===== src/rtl/rot_seq_pkg.sv =====
// Shared types and constants for the sequential single-bit rotate controller.
package rot_seq_pkg;

    localparam int ROT_WIDTH_DEFAULT = 8;

    localparam logic ROT_LEFT  = 1'b0;
    localparam logic ROT_RIGHT = 1'b1;

    typedef enum logic [1:0] {
        IDLE   = 2'd0,
        ROTATE = 2'd1,
        DONE   = 2'd2
    } rot_state_e;

endpackage


===== src/rtl/rot_step.sv =====
// Combinational one-bit rotator: left wraps MSB into LSB, right wraps LSB into MSB.
module rot_step
    import rot_seq_pkg::*;
#(
    parameter int WIDTH = ROT_WIDTH_DEFAULT
) (
    input  logic [WIDTH-1:0] data_i,
    input  logic             dir_i,
    output logic [WIDTH-1:0] data_o
);

    assign data_o = (dir_i == ROT_RIGHT) ? {data_i[0], data_i[WIDTH-1:1]}
                                         : {data_i[WIDTH-2:0], data_i[WIDTH-1]};

endmodule


===== src/rtl/rot_seq_ctrl.sv =====
// Multi-bit rotate sequenced as one single-bit step per clock, one request in flight.
// Define ROT_SEQ_SHORTPATH_EN to rotate the shorter way round for amounts above WIDTH/2.
module rot_seq_ctrl
    import rot_seq_pkg::*;
#(
    parameter int WIDTH = ROT_WIDTH_DEFAULT,
    localparam int AMT_W = $clog2(WIDTH)
) (
    input  logic             clk,
    input  logic             reset,
    input  logic             req_valid_i,
    output logic             req_ready_o,
    input  logic [WIDTH-1:0] req_data_i,
    input  logic             req_dir_i,
    input  logic [AMT_W-1:0] req_amt_i,
    output logic             rsp_valid_o,
    input  logic             rsp_ready_i,
    output logic [WIDTH-1:0] rsp_data_o,
    output logic             busy_o
);

    rot_state_e       state_q, state_d;
    logic [WIDTH-1:0] data_q, data_d;
    logic             dir_q, dir_d;
    logic [AMT_W-1:0] cnt_q, cnt_d;

    logic [WIDTH-1:0] step_data;
    logic [AMT_W-1:0] acc_amt;
    logic             acc_dir;

    rot_step #(.WIDTH(WIDTH)) u_step (
        .data_i (data_q),
        .dir_i  (dir_q),
        .data_o (step_data)
    );

`ifdef ROT_SEQ_SHORTPATH_EN
    localparam logic [AMT_W:0] WIDTH_L = (AMT_W+1)'(WIDTH);
    localparam logic [AMT_W:0] HALF_L  = (AMT_W+1)'(WIDTH / 2);

    // Rotating left by k equals rotating right by WIDTH-k, so pick the shorter way.
    always_comb begin
        acc_amt = req_amt_i;
        acc_dir = req_dir_i;
        if ({1'b0, req_amt_i} > HALF_L) begin
            acc_amt = AMT_W'(WIDTH_L - {1'b0, req_amt_i});
            acc_dir = ~req_dir_i;
        end
    end
`else
    always_comb begin
        acc_amt = req_amt_i;
        acc_dir = req_dir_i;
    end
`endif

    always_ff @(posedge clk or posedge reset) begin
        if (reset) begin
            state_q <= IDLE;
            data_q  <= '0;
            dir_q   <= ROT_LEFT;
            cnt_q   <= '0;
        end else begin
            state_q <= state_d;
            data_q  <= data_d;
            dir_q   <= dir_d;
            cnt_q   <= cnt_d;
        end
    end

    always_comb begin
        state_d = state_q;
        data_d  = data_q;
        dir_d   = dir_q;
        cnt_d   = cnt_q;
        unique case (state_q)
            IDLE: begin
                if (req_valid_i) begin
                    data_d  = req_data_i;
                    dir_d   = acc_dir;
                    cnt_d   = acc_amt;
                    state_d = (acc_amt == '0) ? DONE : ROTATE;
                end
            end
            ROTATE: begin
                data_d = step_data;
                cnt_d  = cnt_q - AMT_W'(1);
                if (cnt_q == AMT_W'(1)) state_d = DONE;
            end
            DONE: begin
                if (rsp_ready_i) state_d = IDLE;
            end
            default: state_d = IDLE;
        endcase
    end

    // Ready depends on state only, so a response hand-off never overlaps a new accept.
    always_comb begin
        req_ready_o = (state_q == IDLE);
        rsp_valid_o = (state_q == DONE);
        rsp_data_o  = (state_q == DONE) ? data_q : '0;
        busy_o      = (state_q != IDLE);
    end

endmodule


===== config.mk =====
export PLATFORM = sky130hd
export DESIGN_NAME = rot_seq_ctrl
export DESIGN_NICKNAME = d
export VERILOG_FILES = /design/src/rtl/rot_seq_pkg.sv /design/src/rtl/rot_step.sv /design/src/rtl/rot_seq_ctrl.sv
export SDC_FILE = /design/constraint.sdc
export NUM_CORES = 1
export LEC_CHECK = 0
export CELL_PAD_IN_SITES_DETAIL_PLACEMENT = 1
export CELL_PAD_IN_SITES_GLOBAL_PLACEMENT = 1
export CORE_MARGIN = 2
export CORE_UTILIZATION = 30
export DETAILED_ROUTE_END_ITERATION = 6
export GPL_ROUTABILITY_DRIVEN = 1
export PLACE_DENSITY = 0.85
export SLEW_MARGIN = 20
export SYNTH_ARGS = -nofsm -noshare
export SYNTH_HDL_FRONTEND = slang
export SYNTH_SLANG_ARGS = --single-unit

===== constraint.sdc =====
create_clock -name clk -period 1.28 [get_ports clk]
set_input_delay 0.128 -clock clk [delete_from_list [all_inputs] [get_ports clk]]
set_output_delay 0.128 -clock clk [all_outputs]
set_load 0.1 [all_outputs]

; ---- Yosys cells after proc, flatten, opt, wreduce, memory -nomap -nowiden
; Cells that the tools add are included.
[word_totals]
regBits = 14
in_bits = 16
output_inout_bits = 11
word_cells = 29
[op_classes]
addsub = 1
n_eq_ne = 6
n_mux = 11
n_reduce_logical = 7
[ops]
columns = cell, n
row1 = two-way mux 8 bit, 3
row2 = case mux 8 bit (2 select lines), 1
row3 = two-way mux 2 bit, 4
row4 = case mux 2 bit (3 select lines), 1
row5 = case mux 3 bit (2 select lines), 1
row6 = "!= test 2 bit, second input constant", 2
row7 = AND reduction 2 bit, 2
row8 = nonzero test 2 bit, 2
row9 = "== test 3 x 1 -> 1 bit, second input constant", 1
row10 = zero test 3 bit, 1
row11 = two-way mux 3 bit, 1
row12 = AND reduction 3 bit, 1
row13 = "subtractor 3 x 1 -> 3 bit, second input constant", 1
row14 = "== test 2 x 1 -> 1 bit, second input constant", 1
row15 = "== test 2 bit, second input constant", 1
row16 = zero test 2 bit, 1
row17 = "!= test 2 x 1 -> 1 bit, second input constant", 1

; ---- Logic depth before layout (Yosys ltp)
[logic_depth]
depth_word = 4
mapped_depth = 5
depth_no_buf = 5

; ---- By module
; From an unflattened synthesis, not the netlist that was laid out.
[unflattened]
hier_cells = 103
hier_area_um2 = 979.7
[by_module_without_submodules]
columns = mod, n_inst, cells_per_inst, area_per_inst_um2, seq_area_each_um2
row1 = rot_seq_ctrl, 1, 94, 848.3, 350.3
row2 = rot_step, 1, 9, 131.4, 0.0

; ---- Worst setup path after synthesis
; No wires, ideal clock.
[synth_timing]
path_kind = reg-to-output
from = register state_q[1]
to = output rsp_data_o[0]
t_arrival_ps = 2420
t_required_ps = 1152
setup_slack_ps = -1268
path_stages_with_launch = 5
n_path_buf = 2
path_cell_list = dfrtp_1 buf_4 nor2b_1 clkbuf_1 and2_1
[synth_between]
elab_chain_cells = 2
[synth_rtl]
columns = item, line_no
row1 = start: declaration, rot_seq_ctrl.sv:22  ; rot_state_e state_q, state_d;
row2 = start signal: assignment, rot_seq_ctrl.sv:64  ; state_q <= state_d;
row3 = == test 2 bit, n/a
row4 = net rsp_valid_o, rot_seq_ctrl.sv:16  ; output logic rsp_valid_o,
row5 = two-way mux 8 bit, rot_seq_ctrl.sv:101  ; rsp_data_o = (state_q == DONE) ? data_q : '0;
row6 = end: declaration, rot_seq_ctrl.sv:18  ; output logic [WIDTH-1:0] rsp_data_o,
; The timed path passes the listed nets, and every way through them passes these cells.

; ---- Final worst setup path
[layout_timing]
from = register state_q[0]
to = output rsp_data_o[3]
[layout_between]
elab_chain_cells = 2
[layout_rtl]
columns = item, line_no
row1 = == test 2 bit, rot_seq_ctrl.sv:101
row2 = two-way mux 8 bit, rot_seq_ctrl.sv:101
; No other way between the ends.

==> flow_summary.toml <==
[cts]
cts_hold_buffers = 0
cts.htree.levels = 1
worst_skew_pair.late_latency_ps = 280
worst_setup_hold_path_clk_slew_ps = 80
clock_tree.buffer_depth = 2
tritoncts = "yes"
cts_inserted_buffers = 3
cts_root_buffer = "clkbuf_4"
numClockSinks = 14

[finish]
finish.net_count = 152
layout.cells.most_common = "clkdlybuf4s50_1"
final_layout_size_suffix_gt1_frac = 0.462
area_delta_synth_final_pct = 87.3
layoutNonFillerInstCount = 163
stdcell_area_um2 = 1590
diodes = 0
layout_common_cells = "clkdlybuf4s50_1, buf_12, dfrtp_1, buf_6"

[placement]
buffer_ports.inserted = 26
place.gp.congestion = 0.805
dp.cells = 149
post-dp-hpwl_mm = 1.98
dpl_cell_area_um2 = 1350
placement.setup.worst_slack_ps = -67.3

[sta]
slew_headroom = 0.818
final_max_slew_viol_count = 0
grt_setup_unrepaired = "yes"
finalClockSkew_ps = 0.797
finalHoldViolations = 0
setup_violations = 22
tightest_slew_ps = 274
min_period_ps = 1500
max_freq_mhz = 665
finalHoldWorstSlack_ps = 148
finalCritPeriodShare = 1.17
worst_slack_ps = -223

[synth]
synth-edff-count = 0
synth-seq-area-share = 0.412
synth_cell_types = 27
synth_top_cells_by_area = "dfrtp_1, a221o_1, mux2i_1"
synth-async-reset-ratio = 1.00
synth_simple_gate_area_share = 0.196
post_synth_xor_area_fraction = 0
total_of_flip_flops_plus_latches_after_synthesis = 14
synth_compound_gate_area_share = 0.211
yosysTopAreaCellShare = 0.412
combinational_family_with_the_most_area_after_synthesis = "compound AO/OA/AOI/OAI gates"
synth_flop_cell = "dfrtp_1"
post_synth_mux_area_share = 0.0839
ys_warn_count = 0
synthCells = 88
yosys.area_share.adder = 0.0295
synthesis.nets = 106
postSynthAreaPerCell_um2 = 9.65
syn-cell-area_um2 = 850
yosys.area.top_type = "dfrtp_1"

[route]
vias_per_cell = 5.35
detailedRoute.firstPassIterationCount = 4
wire_per_inst_um = 19.3
residual_drc = 0
totalWireLength_mm = 3.15
detailroute.via_count = 872
ant_nets = 0
drt-initial-drc-count = 12

[floorplan]
dieWidth_um = 57.2
fp.dieArea_um2 = 3270
core_um2 = 2730
design.portCount = 27
start_util = 0.311
dieHeight_um = 57.2
row_count = 19

[worst_setup_path]
worstReg2RegStart = "state_q[0]"
r2r_cells = 5
worstPathRequired_ps = 1150
critical_path.reg2reg.endpoint = "dir_q"
crit_fanout = 5
cp_slowest_stage_delay_ps = 450
worstSetupStartpoint = "state_q[0]"
worstPathCellList = "nor2b_4 > buf_6 > and2_4 > buf_12"
cp-endpoint = "rsp_data_o[3]"
start_kind = "register"
critical_path.slowest_cell = "dfrtp_2"
capturing_element_type_of_the_critical_path = "primary output"
worstPathArrival_ps = 1380
reg2reg_slack_ps = -150
timing.setup.critical_path_class = "register to primary output"

[pwr]
power_per_cell_area_nw_per_um2 = 2550
irDropWorstVdd_v = 0.00230
power.total_uw = 4050
power_leakage_uw = 0.000707

[status]
violations = "setup timing"
run_status = "finished, violations left"

[global_routing]
grt_start_max_net_pins = 15
globalRouteTotalUtil = 0.184
wire_length_of_the_first_global_routing_pass_mm = 4.60
overflow = 0
first_global_vias = 964
grt_antenna_before_repair = 0

[run]
cap_viol_max_count = 0

[worst_hold_path]
min_path_type = "input port to asynchronous set/reset pin"
## area by class of cell
cell class              instances  area (um2)
clock buffers                   3        22.5
fillers                       294        1140
inverters                       6        25.0
multi-input cells              61         547
flip-flops and latches         14         353
well taps                      31        38.8
repair buffers                 48         606
## worst min-delay path by stage
stage          startpoint         end  slack [ps]
3_5_place_dp        reset   data_q[2]         460
4_1_cts             reset  state_q[1]         150
5_1_grt             reset    cnt_q[1]         150
6_report            reset   data_q[2]         150
2_1_floorplan       reset    cnt_q[0]          20
3_3_place_gp        reset    cnt_q[0]         440
## metrics by stage
step	utilization	setup TNS, ps
finish	0.582	-3200
global route	0.582	-3920
CTS	0.535	-2470
detailed placement	0.494	-498
global placement	0.494	-216
floorplan	-	-3790
## routing by layer
metal,track usage,routed length [um],vias up
met5,0,0,-
met4,0.0963,50,0
met3,0.0317,160,5
met2,0.325,1780,34
met1,0.212,1160,430
li1,-,-,403
## logic make-up (layout without fill, tap and decap cells)
| kind of cell | count (synthesis) | in the layout |
|---|---|---|
| DFF | 14 | 14 |
| and+or+nand+nor | 30 | 30 |
| muxes | 7 | 7 |
| AOI/OAI and AO/OA | 22 | 22 |
| buffers and inverters | 13 | 57 |
| adders and majority gates | 2 | 2 |
## synthesized netlist by cell type (all sizes together) (2+ instances only)
cell    count
nand2       2
a221o       6
clkbuf      2
o22a        2
ha          2
a211o       2
nor2        9
nor2b       3
a21oi       5
dfrtp      14
o221a       2
nand2b      3
mux2i       6
nor3b       2
and2        9
buf         5
inv         6
## sequential cells by signal, indices dropped and copies added, names as in the netlist
name and flops:
dir_q 1, cnt_q 3, data_q 8, state_q 2
## timing repair
action                     4_1_cts  5_1_grt
cloned                           1        0
setup endpoints to repair       18       23
pin swaps                        4        4
hold endpoints to repair         0        0
gates resized for setup         14       19
setup buffers                    5        5
## critical path, delay by kind of cell, from the launching register on
family | cells | cell delay [ps]
buffers and inverters | 2 | 300
DFF | 1 | 450
and+or+nand+nor | 2 | 330
## where the power goes
part / internal, uW / leakage [uW] / switching [uW]
clock network: 109 / 0.0000138 / 145
registers: 672 / 0.000165 / 313
logic: 1440 / 0.000528 / 1370
total: 2220 / 0.000707 / 1830
(Power assumes the default switching activity.)
